[src/rtl/pong_renderer_pkg.sv]
// Shared definitions for the Pong video stage: VGA 640x480@60 timing,
// the palette and a span test used by every object hit test.
package pong_renderer_pkg;

    localparam int H_VISIBLE = 640;
    localparam int H_FRONT   = 16;
    localparam int H_SYNC    = 96;
    localparam int H_BACK    = 48;
    localparam int H_TOTAL   = H_VISIBLE + H_FRONT + H_SYNC + H_BACK;

    localparam int V_VISIBLE = 480;
    localparam int V_FRONT   = 10;
    localparam int V_SYNC    = 2;
    localparam int V_BACK    = 33;
    localparam int V_TOTAL   = V_VISIBLE + V_FRONT + V_SYNC + V_BACK;

    localparam int CNT_W = 10;
    localparam int POS_W = 11;

    localparam logic [2:0] RGB_BALL = 3'b110;
    localparam logic [2:0] RGB_PAD  = 3'b111;
    localparam logic [2:0] RGB_NET  = 3'b001;
    localparam logic [2:0] RGB_BG   = 3'b000;

    // 11-bit operands keep lo+len from wrapping for any 10-bit position.
    function automatic logic in_span(input logic [POS_W-1:0] pos,
                                     input logic [POS_W-1:0] lo,
                                     input logic [POS_W-1:0] len);
        return (pos >= lo) && (pos < lo + len);
    endfunction

endpackage

[src/rtl/pong_renderer_if.sv]
// Game-state inputs and video outputs of the renderer, bundled as one port.
interface pong_renderer_if;

    logic [9:0] pad_left;
    logic [9:0] pad_right;
    logic [9:0] ball_x;
    logic [8:0] ball_y;
    logic       hsync;
    logic       vsync;
    logic [2:0] rgb;
    logic       frame_start;

    modport master (
        output pad_left, pad_right, ball_x, ball_y,
        input  hsync, vsync, rgb, frame_start
    );

    modport slave (
        input  pad_left, pad_right, ball_x, ball_y,
        output hsync, vsync, rgb, frame_start
    );

endinterface

[src/rtl/pong_renderer_vga_timing.sv]
// Pixel divider, h/v raster counters and the raw sync/visible/snapshot decode.
module pong_renderer_vga_timing
    import pong_renderer_pkg::*;
#(
    parameter int PIX_DIV = 2,
    parameter int H_VIS   = H_VISIBLE,
    parameter int H_FP    = H_FRONT,
    parameter int H_SY    = H_SYNC,
    parameter int H_BP    = H_BACK,
    parameter int V_VIS   = V_VISIBLE,
    parameter int V_FP    = V_FRONT,
    parameter int V_SY    = V_SYNC,
    parameter int V_BP    = V_BACK
) (
    input  logic             clk,
    input  logic             rst,
    output logic             pix_en,
    output logic [CNT_W-1:0] h_cnt,
    output logic [CNT_W-1:0] v_cnt,
    output logic             hsync_raw,
    output logic             vsync_raw,
    output logic             visible,
    output logic             snap_strobe
);

    localparam int DIV_W = (PIX_DIV > 1) ? $clog2(PIX_DIV) : 1;
    localparam logic [DIV_W-1:0] DIV_LAST = DIV_W'(PIX_DIV - 1);

    localparam logic [CNT_W-1:0] H_VIS_C  = CNT_W'(H_VIS);
    localparam logic [CNT_W-1:0] HS_START = CNT_W'(H_VIS + H_FP);
    localparam logic [CNT_W-1:0] HS_END   = CNT_W'(H_VIS + H_FP + H_SY);
    localparam logic [CNT_W-1:0] H_LAST   = CNT_W'(H_VIS + H_FP + H_SY + H_BP - 1);

    localparam logic [CNT_W-1:0] V_VIS_C  = CNT_W'(V_VIS);
    localparam logic [CNT_W-1:0] VS_START = CNT_W'(V_VIS + V_FP);
    localparam logic [CNT_W-1:0] VS_END   = CNT_W'(V_VIS + V_FP + V_SY);
    localparam logic [CNT_W-1:0] V_LAST   = CNT_W'(V_VIS + V_FP + V_SY + V_BP - 1);

    logic [DIV_W-1:0] div_q, div_d;
    logic [CNT_W-1:0] h_cnt_q, h_cnt_d;
    logic [CNT_W-1:0] v_cnt_q, v_cnt_d;

    assign pix_en = (div_q == DIV_LAST);

    always_comb begin
        div_d   = pix_en ? '0 : div_q + 1'b1;
        h_cnt_d = h_cnt_q;
        v_cnt_d = v_cnt_q;
        if (pix_en) begin
            if (h_cnt_q == H_LAST) begin
                h_cnt_d = '0;
                v_cnt_d = (v_cnt_q == V_LAST) ? '0 : v_cnt_q + 1'b1;
            end else begin
                h_cnt_d = h_cnt_q + 1'b1;
            end
        end
    end

    always_ff @(posedge clk) begin
        if (rst) begin
            div_q   <= '0;
            h_cnt_q <= '0;
            v_cnt_q <= '0;
        end else begin
            div_q   <= div_d;
            h_cnt_q <= h_cnt_d;
            v_cnt_q <= v_cnt_d;
        end
    end

    assign h_cnt       = h_cnt_q;
    assign v_cnt       = v_cnt_q;
    assign hsync_raw   = !((h_cnt_q >= HS_START) && (h_cnt_q < HS_END));
    assign vsync_raw   = !((v_cnt_q >= VS_START) && (v_cnt_q < VS_END));
    assign visible     = (h_cnt_q < H_VIS_C) && (v_cnt_q < V_VIS_C);
    // Start of vertical blanking: the frame is fully scanned out.
    assign snap_strobe = pix_en && (h_cnt_q == '0) && (v_cnt_q == V_VIS_C);

endmodule

[src/rtl/pong_renderer.sv]
// Pong video stage: per-frame snapshot of the game state, object hit tests
// and a one-pixel registered output stage for rgb and the syncs.
module pong_renderer
    import pong_renderer_pkg::*;
#(
    parameter int PIX_DIV       = 2,
    parameter int SCREEN_WIDTH  = H_VISIBLE,
    parameter int SCREEN_HEIGHT = V_VISIBLE,
    parameter int PAD_WIDTH     = 8,
    parameter int PAD_HEIGHT    = 48,
    parameter int PAD_DISTANCE  = 16,
    parameter int BALL_SIZE     = 8,
    parameter int H_FRONT_PORCH = H_FRONT,
    parameter int H_SYNC_WIDTH  = H_SYNC,
    parameter int H_BACK_PORCH  = H_BACK,
    parameter int V_FRONT_PORCH = V_FRONT,
    parameter int V_SYNC_WIDTH  = V_SYNC,
    parameter int V_BACK_PORCH  = V_BACK
) (
    input  logic          clk,
    input  logic          rst,
    pong_renderer_if.slave vid
);

    localparam logic [POS_W-1:0] LPAD_X  = POS_W'(PAD_DISTANCE);
    localparam logic [POS_W-1:0] RPAD_X  = POS_W'(SCREEN_WIDTH - PAD_DISTANCE - PAD_WIDTH);
    localparam logic [POS_W-1:0] PAD_W   = POS_W'(PAD_WIDTH);
    localparam logic [POS_W-1:0] PAD_H   = POS_W'(PAD_HEIGHT);
    localparam logic [POS_W-1:0] BALL_SZ = POS_W'(BALL_SIZE);
    localparam logic [POS_W-1:0] NET_X   = POS_W'(SCREEN_WIDTH / 2 - 1);

    logic             pix_en, hsync_raw, vsync_raw, visible, snap_strobe;
    logic [CNT_W-1:0] h_cnt, v_cnt;

    pong_renderer_vga_timing #(
        .PIX_DIV (PIX_DIV),
        .H_VIS   (SCREEN_WIDTH),
        .H_FP    (H_FRONT_PORCH),
        .H_SY    (H_SYNC_WIDTH),
        .H_BP    (H_BACK_PORCH),
        .V_VIS   (SCREEN_HEIGHT),
        .V_FP    (V_FRONT_PORCH),
        .V_SY    (V_SYNC_WIDTH),
        .V_BP    (V_BACK_PORCH)
    ) u_vga_timing (
        .clk         (clk),
        .rst         (rst),
        .pix_en      (pix_en),
        .h_cnt       (h_cnt),
        .v_cnt       (v_cnt),
        .hsync_raw   (hsync_raw),
        .vsync_raw   (vsync_raw),
        .visible     (visible),
        .snap_strobe (snap_strobe)
    );

    logic [9:0] pad_left_q, pad_left_d;
    logic [9:0] pad_right_q, pad_right_d;
    logic [9:0] ball_x_q, ball_x_d;
    logic [8:0] ball_y_q, ball_y_d;
    logic       snap_valid_q, snap_valid_d;
    logic       hsync_q, hsync_d;
    logic       vsync_q, vsync_d;
    logic       frame_start_q, frame_start_d;
    logic [2:0] rgb_q, rgb_d;

    logic [POS_W-1:0] h_pos, v_pos;
    logic             ball_hit, lpad_hit, rpad_hit, net_hit;
    logic [2:0]       pixel;

    assign h_pos = {1'b0, h_cnt};
    assign v_pos = {1'b0, v_cnt};

    // Hit tests read only the snapshot, never the live game inputs.
    assign ball_hit = in_span(h_pos, {1'b0, ball_x_q}, BALL_SZ)
                   && in_span(v_pos, {2'b00, ball_y_q}, BALL_SZ);
    assign lpad_hit = in_span(h_pos, LPAD_X, PAD_W)
                   && in_span(v_pos, {1'b0, pad_left_q}, PAD_H);
    assign rpad_hit = in_span(h_pos, RPAD_X, PAD_W)
                   && in_span(v_pos, {1'b0, pad_right_q}, PAD_H);
    assign net_hit  = ((h_pos == NET_X) || (h_pos == NET_X + 1'b1)) && !v_cnt[4];

    always_comb begin
        pixel = RGB_BG;
        if (ball_hit)                  pixel = RGB_BALL;
        else if (lpad_hit || rpad_hit) pixel = RGB_PAD;
        else if (net_hit)              pixel = RGB_NET;
    end

    always_comb begin
        pad_left_d   = pad_left_q;
        pad_right_d  = pad_right_q;
        ball_x_d     = ball_x_q;
        ball_y_d     = ball_y_q;
        snap_valid_d = snap_valid_q;
        if (snap_strobe) begin
            pad_left_d   = vid.pad_left;
            pad_right_d  = vid.pad_right;
            ball_x_d     = vid.ball_x;
            ball_y_d     = vid.ball_y;
            snap_valid_d = 1'b1;
        end

        frame_start_d = snap_strobe;
        rgb_d         = rgb_q;
        hsync_d       = hsync_q;
        vsync_d       = vsync_q;
        if (pix_en) begin
            rgb_d   = (visible && snap_valid_q) ? pixel : RGB_BG;
            hsync_d = hsync_raw;
            vsync_d = vsync_raw;
        end
    end

    always_ff @(posedge clk) begin
        if (rst) begin
            pad_left_q    <= '0;
            pad_right_q   <= '0;
            ball_x_q      <= '0;
            ball_y_q      <= '0;
            snap_valid_q  <= 1'b0;
            hsync_q       <= 1'b1;
            vsync_q       <= 1'b1;
            frame_start_q <= 1'b0;
            rgb_q         <= RGB_BG;
        end else begin
            pad_left_q    <= pad_left_d;
            pad_right_q   <= pad_right_d;
            ball_x_q      <= ball_x_d;
            ball_y_q      <= ball_y_d;
            snap_valid_q  <= snap_valid_d;
            hsync_q       <= hsync_d;
            vsync_q       <= vsync_d;
            frame_start_q <= frame_start_d;
            rgb_q         <= rgb_d;
        end
    end

    assign vid.hsync       = hsync_q;
    assign vid.vsync       = vsync_q;
    assign vid.rgb         = rgb_q;
    assign vid.frame_start = frame_start_q;

endmodule

[src/flat_wrapper.sv]
// flat-port wrapper written by rule: the top's interface ports become plain ports
module pong_renderer_flat import pong_renderer_pkg::*;
#(
    parameter int PIX_DIV       = 2,
    parameter int SCREEN_WIDTH  = H_VISIBLE,
    parameter int SCREEN_HEIGHT = V_VISIBLE,
    parameter int PAD_WIDTH     = 8,
    parameter int PAD_HEIGHT    = 48,
    parameter int PAD_DISTANCE  = 16,
    parameter int BALL_SIZE     = 8,
    parameter int H_FRONT_PORCH = H_FRONT,
    parameter int H_SYNC_WIDTH  = H_SYNC,
    parameter int H_BACK_PORCH  = H_BACK,
    parameter int V_FRONT_PORCH = V_FRONT,
    parameter int V_SYNC_WIDTH  = V_SYNC,
    parameter int V_BACK_PORCH  = V_BACK
)
  (clk, rst, vid_pad_left, vid_pad_right, vid_ball_x, vid_ball_y, vid_hsync, vid_vsync, vid_rgb, vid_frame_start);
  pong_renderer_if vid_i ();
  input  logic clk;
  input  logic rst;
  input wire logic [$bits(vid_i.pad_left)-1:0] vid_pad_left;
  input wire logic [$bits(vid_i.pad_right)-1:0] vid_pad_right;
  input wire logic [$bits(vid_i.ball_x)-1:0] vid_ball_x;
  input wire logic [$bits(vid_i.ball_y)-1:0] vid_ball_y;
  output wire logic [$bits(vid_i.hsync)-1:0] vid_hsync;
  output wire logic [$bits(vid_i.vsync)-1:0] vid_vsync;
  output wire logic [$bits(vid_i.rgb)-1:0] vid_rgb;
  output wire logic [$bits(vid_i.frame_start)-1:0] vid_frame_start;
  assign vid_i.pad_left = vid_pad_left;
  assign vid_i.pad_right = vid_pad_right;
  assign vid_i.ball_x = vid_ball_x;
  assign vid_i.ball_y = vid_ball_y;
  assign vid_hsync = vid_i.hsync;
  assign vid_vsync = vid_i.vsync;
  assign vid_rgb = vid_i.rgb;
  assign vid_frame_start = vid_i.frame_start;
  pong_renderer #(.PIX_DIV(PIX_DIV), .SCREEN_WIDTH(SCREEN_WIDTH), .SCREEN_HEIGHT(SCREEN_HEIGHT), .PAD_WIDTH(PAD_WIDTH), .PAD_HEIGHT(PAD_HEIGHT), .PAD_DISTANCE(PAD_DISTANCE), .BALL_SIZE(BALL_SIZE), .H_FRONT_PORCH(H_FRONT_PORCH), .H_SYNC_WIDTH(H_SYNC_WIDTH), .H_BACK_PORCH(H_BACK_PORCH), .V_FRONT_PORCH(V_FRONT_PORCH), .V_SYNC_WIDTH(V_SYNC_WIDTH), .V_BACK_PORCH(V_BACK_PORCH)) u_core (.clk(clk), .rst(rst), .vid(vid_i));
endmodule
[config.mk]
export PLATFORM = sky130hd
export DESIGN_NAME = pong_renderer_flat
export DESIGN_NICKNAME = d
export VERILOG_FILES = /design/src/rtl/pong_renderer_pkg.sv /design/src/rtl/pong_renderer_if.sv /design/src/rtl/pong_renderer_vga_timing.sv /design/src/rtl/pong_renderer.sv /design/src/flat_wrapper.sv
export SDC_FILE = /design/constraint.sdc
export NUM_CORES = 1
export LEC_CHECK = 0
export ABC_CLOCK_PERIOD_IN_PS = 2130
export CORE_MARGIN = 8
export CORE_UTILIZATION = 52
export DETAILED_ROUTE_END_ITERATION = 10
export PLACE_DENSITY = 0.77
export SETUP_SLACK_MARGIN = 0.02
export SLEW_MARGIN = 10
export SYNTH_ARGS = -nofsm -noshare
export SYNTH_HDL_FRONTEND = slang
export SYNTH_SLANG_ARGS = --single-unit
[constraint.sdc]
create_clock -name clk -period 2.13 [get_ports clk]
set_input_delay 0.426 -clock clk [delete_from_list [all_inputs] [get_ports clk]]
set_output_delay 0.426 -clock clk [all_outputs]
set_load 0.02 [all_outputs]
==> results of run 1 <==
## cell usage after synthesis, drive strengths merged, types with 2 or more instances
cell      n
a211oi    7
a21o      5
a21oi    20
a221oi    2
a31oi     2
a32oi     2
and2      3
and3      6
and4      2
buf       8
clkbuf    9
dfxtp    66
ha       74
inv      45
mux2i    40
nand2    23
nand2b    4
nand3    14
nand3b    2
nand4     9
nand4b    3
nor2     79
nor2b     4
nor3      9
nor3b     4
nor4      4
nor4b     2
nor4bb    2
o2111ai   3
o211ai    5
o21a      2
o21ai    16
o21bai    2
or2       2
xnor2    24
xor2     11
## registers in the layout (all words and copies together), names as in the netlist
signal and cells:
u_core.vid.hsync 1, u_core.ball_y_q 9, u_core.vid.rgb 2, u_core.vid.vsync 1, u_core.snap_valid_q 1, u_core.u_vga_timing.v_cnt 10
u_core.vid.frame_start 1, u_core.pad_left_q 10, u_core.u_vga_timing.h_cnt 10, u_core.u_vga_timing.pix_en 1, u_core.pad_right_q 10, u_core.ball_x_q 10
## per-layer routing
metal / vias to the layer above / wire [um] / part of all wire, %
li1: 2026 / - / -
met1: 1924 / 5105 / 43
met2: 106 / 5841 / 50
met3: 30 / 542 / 4.6
met4: 0 / 286 / 2.4
met5: - / 0 / 0
## repair_timing
item | in CTS | in global routing
endpoints found under the setup margin | 2 | 50
resized for setup | 12 | 17
pin swaps | 4 | 16
setup buffers | 1 | 2
## where the power goes
group | leakage (uW) | internal (uW) | switching, uW | total (uW)
clock | 0.000123 | 754 | 498 | 1250
sequential | 0.000536 | 1240 | 5.40 | 1240
combinational | 0.00163 | 87.8 | 63.1 | 151
total | 0.00229 | 2080 | 567 | 2640
## how the worst min path moves through the flow
stage	from	to	slack, ns	cells past startpoint
finish	rst	u_core.pad_right_q[8]	0.49	2
global route	rst	u_core.u_vga_timing.h_cnt[1]	0.50	2
CTS	rst	u_core.u_vga_timing.h_cnt[6]	0.48	2
detailed placement	u_core.snap_valid_q	u_core.snap_valid_q	0.47	2
global placement	u_core.snap_valid_q	u_core.snap_valid_q	0.44	2
floorplan	u_core.snap_valid_q	u_core.snap_valid_q	0.43	2
## critical path: stages, from the launching register on
cell and delay [ns]:
dfxtp_4 0.36, ha_4 0.15, and3_4 0.19, xnor2_2 0.13
ha_2 0.20, a2111oi_4 0.34, o21ai_1 0.11, o211ai_1 0.21
o2111a_1 0.26, a21oi_2 0.07, a2bb2oi_2 0.13
## through the flow
step	cells	util (%)
2_1_floorplan	529	-
3_3_place_gp	704	63.25
3_5_place_dp	704	63.25
4_1_cts	721	66.70
5_1_grt	723	67.95
6_report	723	67.95
## cell type report
| cell class | count | area (sq um) |
|---|---|---|
| Sequential cell | 66 | 1335 |
| Tap cell | 108 | 135.1 |
| Inverter | 45 | 168.9 |
| Fill cell | 700 | 2781 |
| Multi-Input combinational cell | 401 | 3233 |
| Timing Repair Buffer | 87 | 788.3 |
| Clock buffer | 12 | 165.2 |
| Clock inverter | 4 | 71.32 |
## logic make-up (layout without fill, tap and decap cells)
logic type,count (synthesis),count (layout)
multiplexers,40,40
XOR/XNOR,35,35
AO/OA/AOI/OAI,78,78
buffers and inverters,62,148
adder cells (fa/ha/maj),74,74
AND/OR/NAND/NOR,174,174
flip-flops,66,66
==> impl_metrics.env, run 1 <==
export IMPL_vias=4086
export IMPL_layout_nets=725
export IMPL_core_area_sq_um=8678
export IMPL_synthCells=529
export IMPL_dieHeight_um=110.5
export IMPL_drc_errors=0
export IMPL_yosys_register_bits=66
export IMPL_synth_cell_type_count=62
export IMPL_synth_seq_area_share_pct=28.43
export IMPL_cts_buffer_depth=2
export IMPL_rsz0062_at_grt="yes"
export IMPL_syn_area_per_cell_sq_um=8.784
export IMPL_endpoint="u_core.vid.rgb[0]"
export IMPL_wirelength_mm=11.78
export IMPL_p_per_area_nw_per_um2=448.3
export IMPL_dr_pass1_iters=4
export IMPL_hold_viol_final=0
export IMPL_avgViaCountPerCell=5.651
export IMPL_reg2reg_to="u_core.vid.rgb[0]"
export IMPL_cts_buffers=9
export IMPL_fin_crit_ns=2.280
export IMPL_pre_cts_ws_ns=-0.1474
export IMPL_rr_worst_depth=10
export IMPL_cp_arrival_ns=2.51
export IMPL_place_area_sq_um=5489
export IMPL_synth_edf_count=0
export IMPL_finalPower_uw=2644
export IMPL_synth_xor_area_share_pct=6.597
export IMPL_skew_ns=0.008200
export IMPL_status="finished, violations left"
export IMPL_drv_cap=0
export IMPL_stdcell_area_sq_um=5897
export IMPL_grt_pass1_vias=4262
export IMPL_grt_pass1_wl_mm=19.73
export IMPL_area_growth_pct=26.90
export IMPL_maxSlewViolCount=0
export IMPL_io_pins=47
export IMPL_diodes=0
export IMPL_crit_start="u_core.ball_x_q[4]"
export IMPL_worst_slack_ns=-0.1499
export IMPL_synthFlopType="dfxtp_1"
export IMPL_async_flop_share_pct=0
export IMPL_clk_latency_ns=0.35
export IMPL_met3_usage_pct=3.896
export IMPL_cts_sinks=66
export IMPL_critPathCaptureType="flop"
export IMPL_hold_buffers=0
export IMPL_drive_above_1_share_pct=15.93
export IMPL_final_period_utilization_pct=107.0
export IMPL_synth_top_family_by_area="adder cells"
export IMPL_post_dp_hpwl_mm=9.009
export IMPL_min_path_type="in2reg"
export IMPL_r2r_slack_ns=-0.15
export IMPL_post_synth_instance_area_sq_um=4647
export IMPL_grt_usage_pct=18.93
export IMPL_holdWs_ns=0.4882
export IMPL_crit_type="reg2reg"
export IMPL_synth_compound_area_share_pct=11.20
export IMPL_ys_warn_count=0
export IMPL_gp_congestion=0.8590
export IMPL_worst_pin_slew_ns=0.5361
export IMPL_leakagePower_uw=0.002292
export IMPL_cts_htree_levels=3
export IMPL_relSlewSlack_pct=63.79
export IMPL_overflow=0
export IMPL_fin_setup_tns_ns=-0.2482
export IMPL_die_area_sq_um=12220
export IMPL_final_cell_mix="76 x nor2_1, 69 x ha_1, 59 x dfxtp_1, 45 x clkdlybuf4s50_1, 43 x inv_1"
export IMPL_yosys_top_cells_area="dfxtp_1 28%, ha_1 20%, mux2i_1 8.6%, nor2_1 6.2%, xnor2_1 4.5%"
export IMPL_vdd_ir_drop_max_uv=331.0
export IMPL_ant_nets=0
export IMPL_wire_per_inst_um=16.29
export IMPL_r2r_start="u_core.ball_x_q[4]"
export IMPL_synth_top_area_share_pct=28.43
export IMPL_layout_commonest_cell="nor2_1"
export IMPL_die_w_um=110.5
export IMPL_initialDrtViolationCount=168
export IMPL_fp_row_count=34
export IMPL_port_buffers=46
export IMPL_clock_fmax_ghz=0.4386
export IMPL_cts_tree="built"
export IMPL_grt_busiest_layer="met2"
export IMPL_start_kind="flop"
export IMPL_finalSetupViolCount=2
export IMPL_violations="setup timing"
export IMPL_yosys_area_share_simple_pct=19.49
export IMPL_grt_max_degree=25
export IMPL_yosys_area_top_type="dfxtp_1"
export IMPL_synthAdderAreaFrac_pct=19.92
export IMPL_path_clk_slew_ns=0.07
export IMPL_grt_met2_usage_pct=32.75
export IMPL_required_ns=2.36
export IMPL_cp_max_fo=4
export IMPL_synthMuxAreaShare_pct=8.616
export IMPL_cts_root_buf="clkbuf_8"
export IMPL_antenna_found_initial=0
export IMPL_initial_utilization_pct=53.55
export IMPL_use_met1_pct=21.89
export IMPL_syn_nets=644
Power figures use the tool's default switching activity.
==> inputs of run 2 (changes only) <==
--- a/config.mk
+++ b/config.mk
@@ -6,10 +6,10 @@
 export NUM_CORES = 1
 export LEC_CHECK = 0
 export ABC_CLOCK_PERIOD_IN_PS = 2130
-export CORE_MARGIN = 8
 export CORE_UTILIZATION = 52
 export DETAILED_ROUTE_END_ITERATION = 10
 export PLACE_DENSITY = 0.77
+export RECOVER_POWER = 50
 export SETUP_SLACK_MARGIN = 0.02
 export SLEW_MARGIN = 10
 export SYNTH_ARGS = -nofsm -noshare
==> impl_metrics.env, run 2 (synthesized netlist as in run 1, its figures left out) <==
export IMPL_status="finished, violations left"
export IMPL_violations="setup timing"
export IMPL_stdcell_area_sq_um=5729
export IMPL_grt_pass1_wl_mm=18.12
export IMPL_drive_above_1_share_pct=12.89
export IMPL_num_fill_cells=714
export IMPL_initialDrtViolationCount=164
export IMPL_drv_cap=0
export IMPL_vdd_ir_drop_max_uv=288.6
export IMPL_die_w_um=96.53
export IMPL_cts_root_buf="clkbuf_8"
export IMPL_cts_htree_levels=3
export IMPL_gp_congestion=0.9238
export IMPL_die_area_sq_um=9318
export IMPL_leakagePower_uw=0.002215
export IMPL_p_per_area_nw_per_um2=434.5
export IMPL_clock_fmax_ghz=0.4531
export IMPL_fin_setup_tns_ns=-0.08641
export IMPL_hold_viol_final=0
export IMPL_worst_pin_slew_ns=0.5977
export IMPL_cp_max_fo=3
export IMPL_area_growth_pct=23.29
export IMPL_skew_ns=0.01256
export IMPL_layout_nets=723
export IMPL_final_period_utilization_pct=103.6
export IMPL_final_cell_mix="77 x nor2_1, 71 x ha_1, 60 x dfxtp_1, 44 x inv_1, 40 x mux2i_1"
export IMPL_initial_utilization_pct=53.55
export IMPL_grt_max_degree=35
export IMPL_hold_depth=2
export IMPL_fin_crit_ns=2.207
export IMPL_fp_row_count=34
export IMPL_worst_slack_ns=-0.07702
export IMPL_rsz0062_at_grt="yes"
export IMPL_layout_commonest_cell="nor2_1"
export IMPL_wire_per_inst_um=15.34
export IMPL_dieHeight_um=96.53
export IMPL_cp_arrival_ns=2.45
export IMPL_grt_pass1_vias=3921
export IMPL_r2r_slack_ns=-0.08
export IMPL_post_dp_hpwl_mm=8.613
export IMPL_overflow=0
export IMPL_cts_buffers=9
export IMPL_cts_tree="built"
export IMPL_core_area_sq_um=8678
export IMPL_diodes=0
export IMPL_clk_latency_ns=0.36
export IMPL_drc_errors=0
export IMPL_rr_worst_depth=11
export IMPL_vias=4068
export IMPL_antenna_found_initial=0
export IMPL_hold_path_end="u_core.snap_valid_q"
export IMPL_start_kind="flop"
export IMPL_crit_type="reg2reg"
export IMPL_dr_pass1_iters=5
export IMPL_place_area_sq_um=5482
export IMPL_relSlewSlack_pct=59.63
export IMPL_finalSetupViolCount=3
export IMPL_avgViaCountPerCell=5.642
export IMPL_r2r_start="u_core.ball_x_q[3]"
export IMPL_ant_nets=0
export IMPL_worstHoldStart="u_core.snap_valid_q"
export IMPL_grt_usage_pct=25.49
export IMPL_critPathCaptureType="flop"
export IMPL_io_pins=47
export IMPL_seqCellArea_sq_um=1334
export IMPL_maxSlewViolCount=0
export IMPL_required_ns=2.38
export IMPL_path_clk_slew_ns=0.08
export IMPL_min_path_type="reg2reg"
export IMPL_cts_sinks=66
export IMPL_port_buffers=46
export IMPL_reg2reg_to="u_core.vid.rgb[0]"
export IMPL_cts_buffer_depth=2
export IMPL_multi_input_area_sq_um=3120
export IMPL_wirelength_mm=11.06
run 2: changes by cell type in the layout (fill, tap and decap cells not counted), moves of 3 or more:
cell / previous run / this run
clkdlybuf4s50_1: 45 / 39
dlygate4sd3_1: 0 / 6
buf_4: 39 / 35
clkbuf_1: 0 / 3
ha_4: 4 / 1
run 2: final cells by class:
| type | instances | share of cell area (%) |
|---|---|---|
| multi-input cells | 401 | 54.47 |
| flip-flops and latches | 66 | 23.28 |
| repair buffers | 85 | 13.37 |
| inverters | 45 | 2.948 |
| clock buffers | 12 | 2.708 |
| well taps | 108 | 2.359 |
| clock inverters | 4 | 0.8736 |
run 2: report_power, final:
group	internal (uW)	switching, uW	leakage, uW
Clock	603	503	0.0000986
Sequential	1240	5.24	0.000536
Combinational	85.3	57.5	0.00158
Total	1920	566	0.00221
run 2: timing repair:
item / CTS / global route
pin swaps: 4 / 4
gates resized for setup: 9 / 6
endpoints found under the setup margin: 2 / 41
hold buffers: 0 / 0
buffers inserted: 1 / 1
run 2: how the worst max path moves through the flow:
stage / start / endpoint
global route: u_core.ball_x_q[3] / u_core.vid.rgb[0]
CTS: u_core.ball_x_q[4] / u_core.vid.rgb[0]
floorplan: u_core.ball_y_q[5] / u_core.vid.rgb[1]
detailed placement: u_core.ball_x_q[3] / u_core.vid.rgb[0]
finish: u_core.ball_x_q[3] / u_core.vid.rgb[0]
global placement: u_core.ball_x_q[3] / u_core.vid.rgb[0]
run 2: critical path, cell delays in order, from the launching register on:
cell,delay [ns]
dfxtp_4,0.37
ha_4,0.13
and3_4,0.19
nand3_2,0.09
xnor2_2,0.15
ha_2,0.19
a2111oi_4,0.27
o21ai_1,0.10
o211ai_1,0.19
o2111a_1,0.22
a21oi_1,0.07
a2bb2oi_1,0.13
run 2: metal layers:
layer	routed length (um)	global-route usage, %
met5	0	0
met2	5382	43.31
met1	4889	31.36
met4	365	12.62
met3	422	3.678
run 2: per-stage QoR:
stage	worst slack (ns)	total power, uW	util [%]	hold WS [ns]	instances
final	-0.07702	2489	66.02	0.4666	721
after global placement	-0.01912	1412	63.16	0.4551	703
after global routing	-0.2029	2575	66.02	0.4661	721
after detailed placement	-0.1205	1415	63.16	0.4556	703
after CTS	-0.05938	2509	66.18	0.4541	720
after floorplan	0.04430	1322	-	0.4312	529
==> inputs of run 3 (changes only) <==
--- a/config.mk
+++ b/config.mk
@@ -5,10 +5,8 @@
 export SDC_FILE = /design/constraint.sdc
 export NUM_CORES = 1
 export LEC_CHECK = 0
-export ABC_CLOCK_PERIOD_IN_PS = 2130
-export CORE_UTILIZATION = 52
+export CORE_UTILIZATION = 35
 export DETAILED_ROUTE_END_ITERATION = 10
-export PLACE_DENSITY = 0.77
 export RECOVER_POWER = 50
 export SETUP_SLACK_MARGIN = 0.02
 export SLEW_MARGIN = 10
==> impl_metrics.env, run 3 (synthesized netlist as in run 1, its figures left out) <==
export IMPL_overflow=0
export IMPL_antenna_found_initial=0
export IMPL_clock_fmax_ghz=0.4345
export IMPL_worst_pin_slew_ns=0.6690
export IMPL_die_area_sq_um=13740
export IMPL_initialDrtViolationCount=146
export IMPL_maxSlewViolCount=0
export IMPL_layout_commonest_cell="nor2_1"
export IMPL_area_growth_pct=29.35
export IMPL_rsz0062_at_grt="yes"
export IMPL_finalPower_uw=2924
export IMPL_cts_htree_levels=3
export IMPL_cts_root_buf="clkbuf_16"
export IMPL_hold_viol_final=0
export IMPL_r2r_start="u_core.ball_x_q[3]"
export IMPL_cts_buffer_depth=2
export IMPL_dr_pass1_iters=4
export IMPL_io_pins=47
export IMPL_fp_row_count=41
export IMPL_ant_nets=0
export IMPL_drc_errors=0
export IMPL_min_path_type="in2reg"
export IMPL_rr_worst_depth=10
export IMPL_avgViaCountPerCell=5.048
export IMPL_fin_util_pct=47.06
export IMPL_path_clk_slew_ns=0.06
export IMPL_final_period_utilization_pct=108.0
export IMPL_grt_max_degree=27
export IMPL_initial_utilization_pct=36.38
export IMPL_cts_sinks=66
export IMPL_status="finished, violations left"
export IMPL_cp_max_fo=4
export IMPL_critPathCaptureType="flop"
export IMPL_violations="setup timing"
export IMPL_dieHeight_um=117.2
export IMPL_hold_buffers=0
export IMPL_cp_arrival_ns=2.52
export IMPL_num_fill_cells=1195
export IMPL_skew_ns=0.005578
export IMPL_fin_crit_ns=2.301
export IMPL_hold_depth=2
export IMPL_diodes=0
export IMPL_port_buffers=46
export IMPL_place_inst=777
export IMPL_gp_congestion=0.8473
export IMPL_wirelength_mm=11.25
export IMPL_clk_latency_ns=0.34
export IMPL_crit_start="u_core.ball_x_q[3]"
export IMPL_relSlewSlack_pct=55.03
export IMPL_leakagePower_uw=0.002320
export IMPL_drv_cap=0
export IMPL_final_cells=794
export IMPL_p_per_area_nw_per_um2=486.4
export IMPL_worst_slack_ns=-0.1714
export IMPL_vias=4008
export IMPL_grt_pass1_vias=4041
export IMPL_fin_setup_tns_ns=-0.2814
export IMPL_layout_nets=732
export IMPL_wire_per_inst_um=14.17
export IMPL_worstHoldStart="rst"
export IMPL_cts_tree="built"
export IMPL_core_area_sq_um=12770
export IMPL_required_ns=2.34
export IMPL_grt_pass1_wl_mm=18.69
export IMPL_die_w_um=117.2
export IMPL_post_dp_hpwl_mm=8.771
export IMPL_start_kind="flop"
export IMPL_drive_above_1_share_pct=14.95
export IMPL_finalSetupViolCount=4
export IMPL_grt_usage_pct=17.91
export IMPL_vdd_ir_drop_max_uv=356.7
export IMPL_holdWs_ns=0.4014
export IMPL_final_cell_mix="77 x nor2_1, 70 x ha_1, 62 x dfxtp_1, 45 x buf_4, 44 x inv_1"
export IMPL_crit_type="reg2reg"
export IMPL_cts_buffers=9
==> run 3: timing repair <==
item,in CTS,in global routing
endpoints found under the setup margin,2,41
gates resized for setup,9,7
setup buffers,0,1
cloned,0,0
pin swaps,5,2
==> run 3: worst paths after layout <==
kind | slack (ns) | end
setup / recovery | -0.17 | u_core.vid.rgb[0]
hold / removal | 0.40 | u_core.u_vga_timing.pix_en
setup reg to reg | -0.17 | u_core.vid.rgb[0]
hold reg to reg | 0.48 | u_core.snap_valid_q
==> run 3: area by class of cell <==
type                            count  area, sq um  share of cell area [%]
Clock buffer                       11        252.7                   4.205
Clock inverter                      5        52.55                  0.8743
Inverter                           45        168.9                   2.810
Multi-Input combinational cell    401         3153                   52.46
Sequential cell                    66         1331                   22.15
Tap cell                          172        215.2                   3.580
Timing Repair Buffer               94        837.1                   13.93
==> run 3: where the power goes <==
part	leakage (uW)	total, uW	switching [uW]	internal [uW]
registers	0.000535	1240	5.57	1240
clock network	0.000151	1540	573	963
logic	0.00163	145	57.8	87.0
==> run 3: worst max-delay path, stage by stage, from the launching register on <==
cell	delay, ns
dfxtp_4	0.36
ha_4	0.15
and3_4	0.17
xnor2_1	0.12
ha_2	0.20
a2111oi_4	0.36
o21ai_1	0.12
o211ai_1	0.21
o2111a_1	0.26
a21oi_2	0.07
a2bb2oi_1	0.14
==> run 3: layer usage <==
layer,part of all wire (%),vias up,global-route usage (%)
li1,-,2045,-
met1,46,1891,21.47
met2,49,54,31.53
met3,2.6,18,2.060
met4,2.6,0,9.114
met5,0,-,0
==> run 3: metrics by stage <==
step | cell area (sq um) | setup WS (ns)
6_report | 6011 | -0.1714
3_5_place_dp | 5637 | -0.1877
4_1_cts | 5987 | -0.1320
3_3_place_gp | 5637 | -0.03006
2_1_floorplan | 4678 | 0.04430
5_1_grt | 6011 | -0.2729
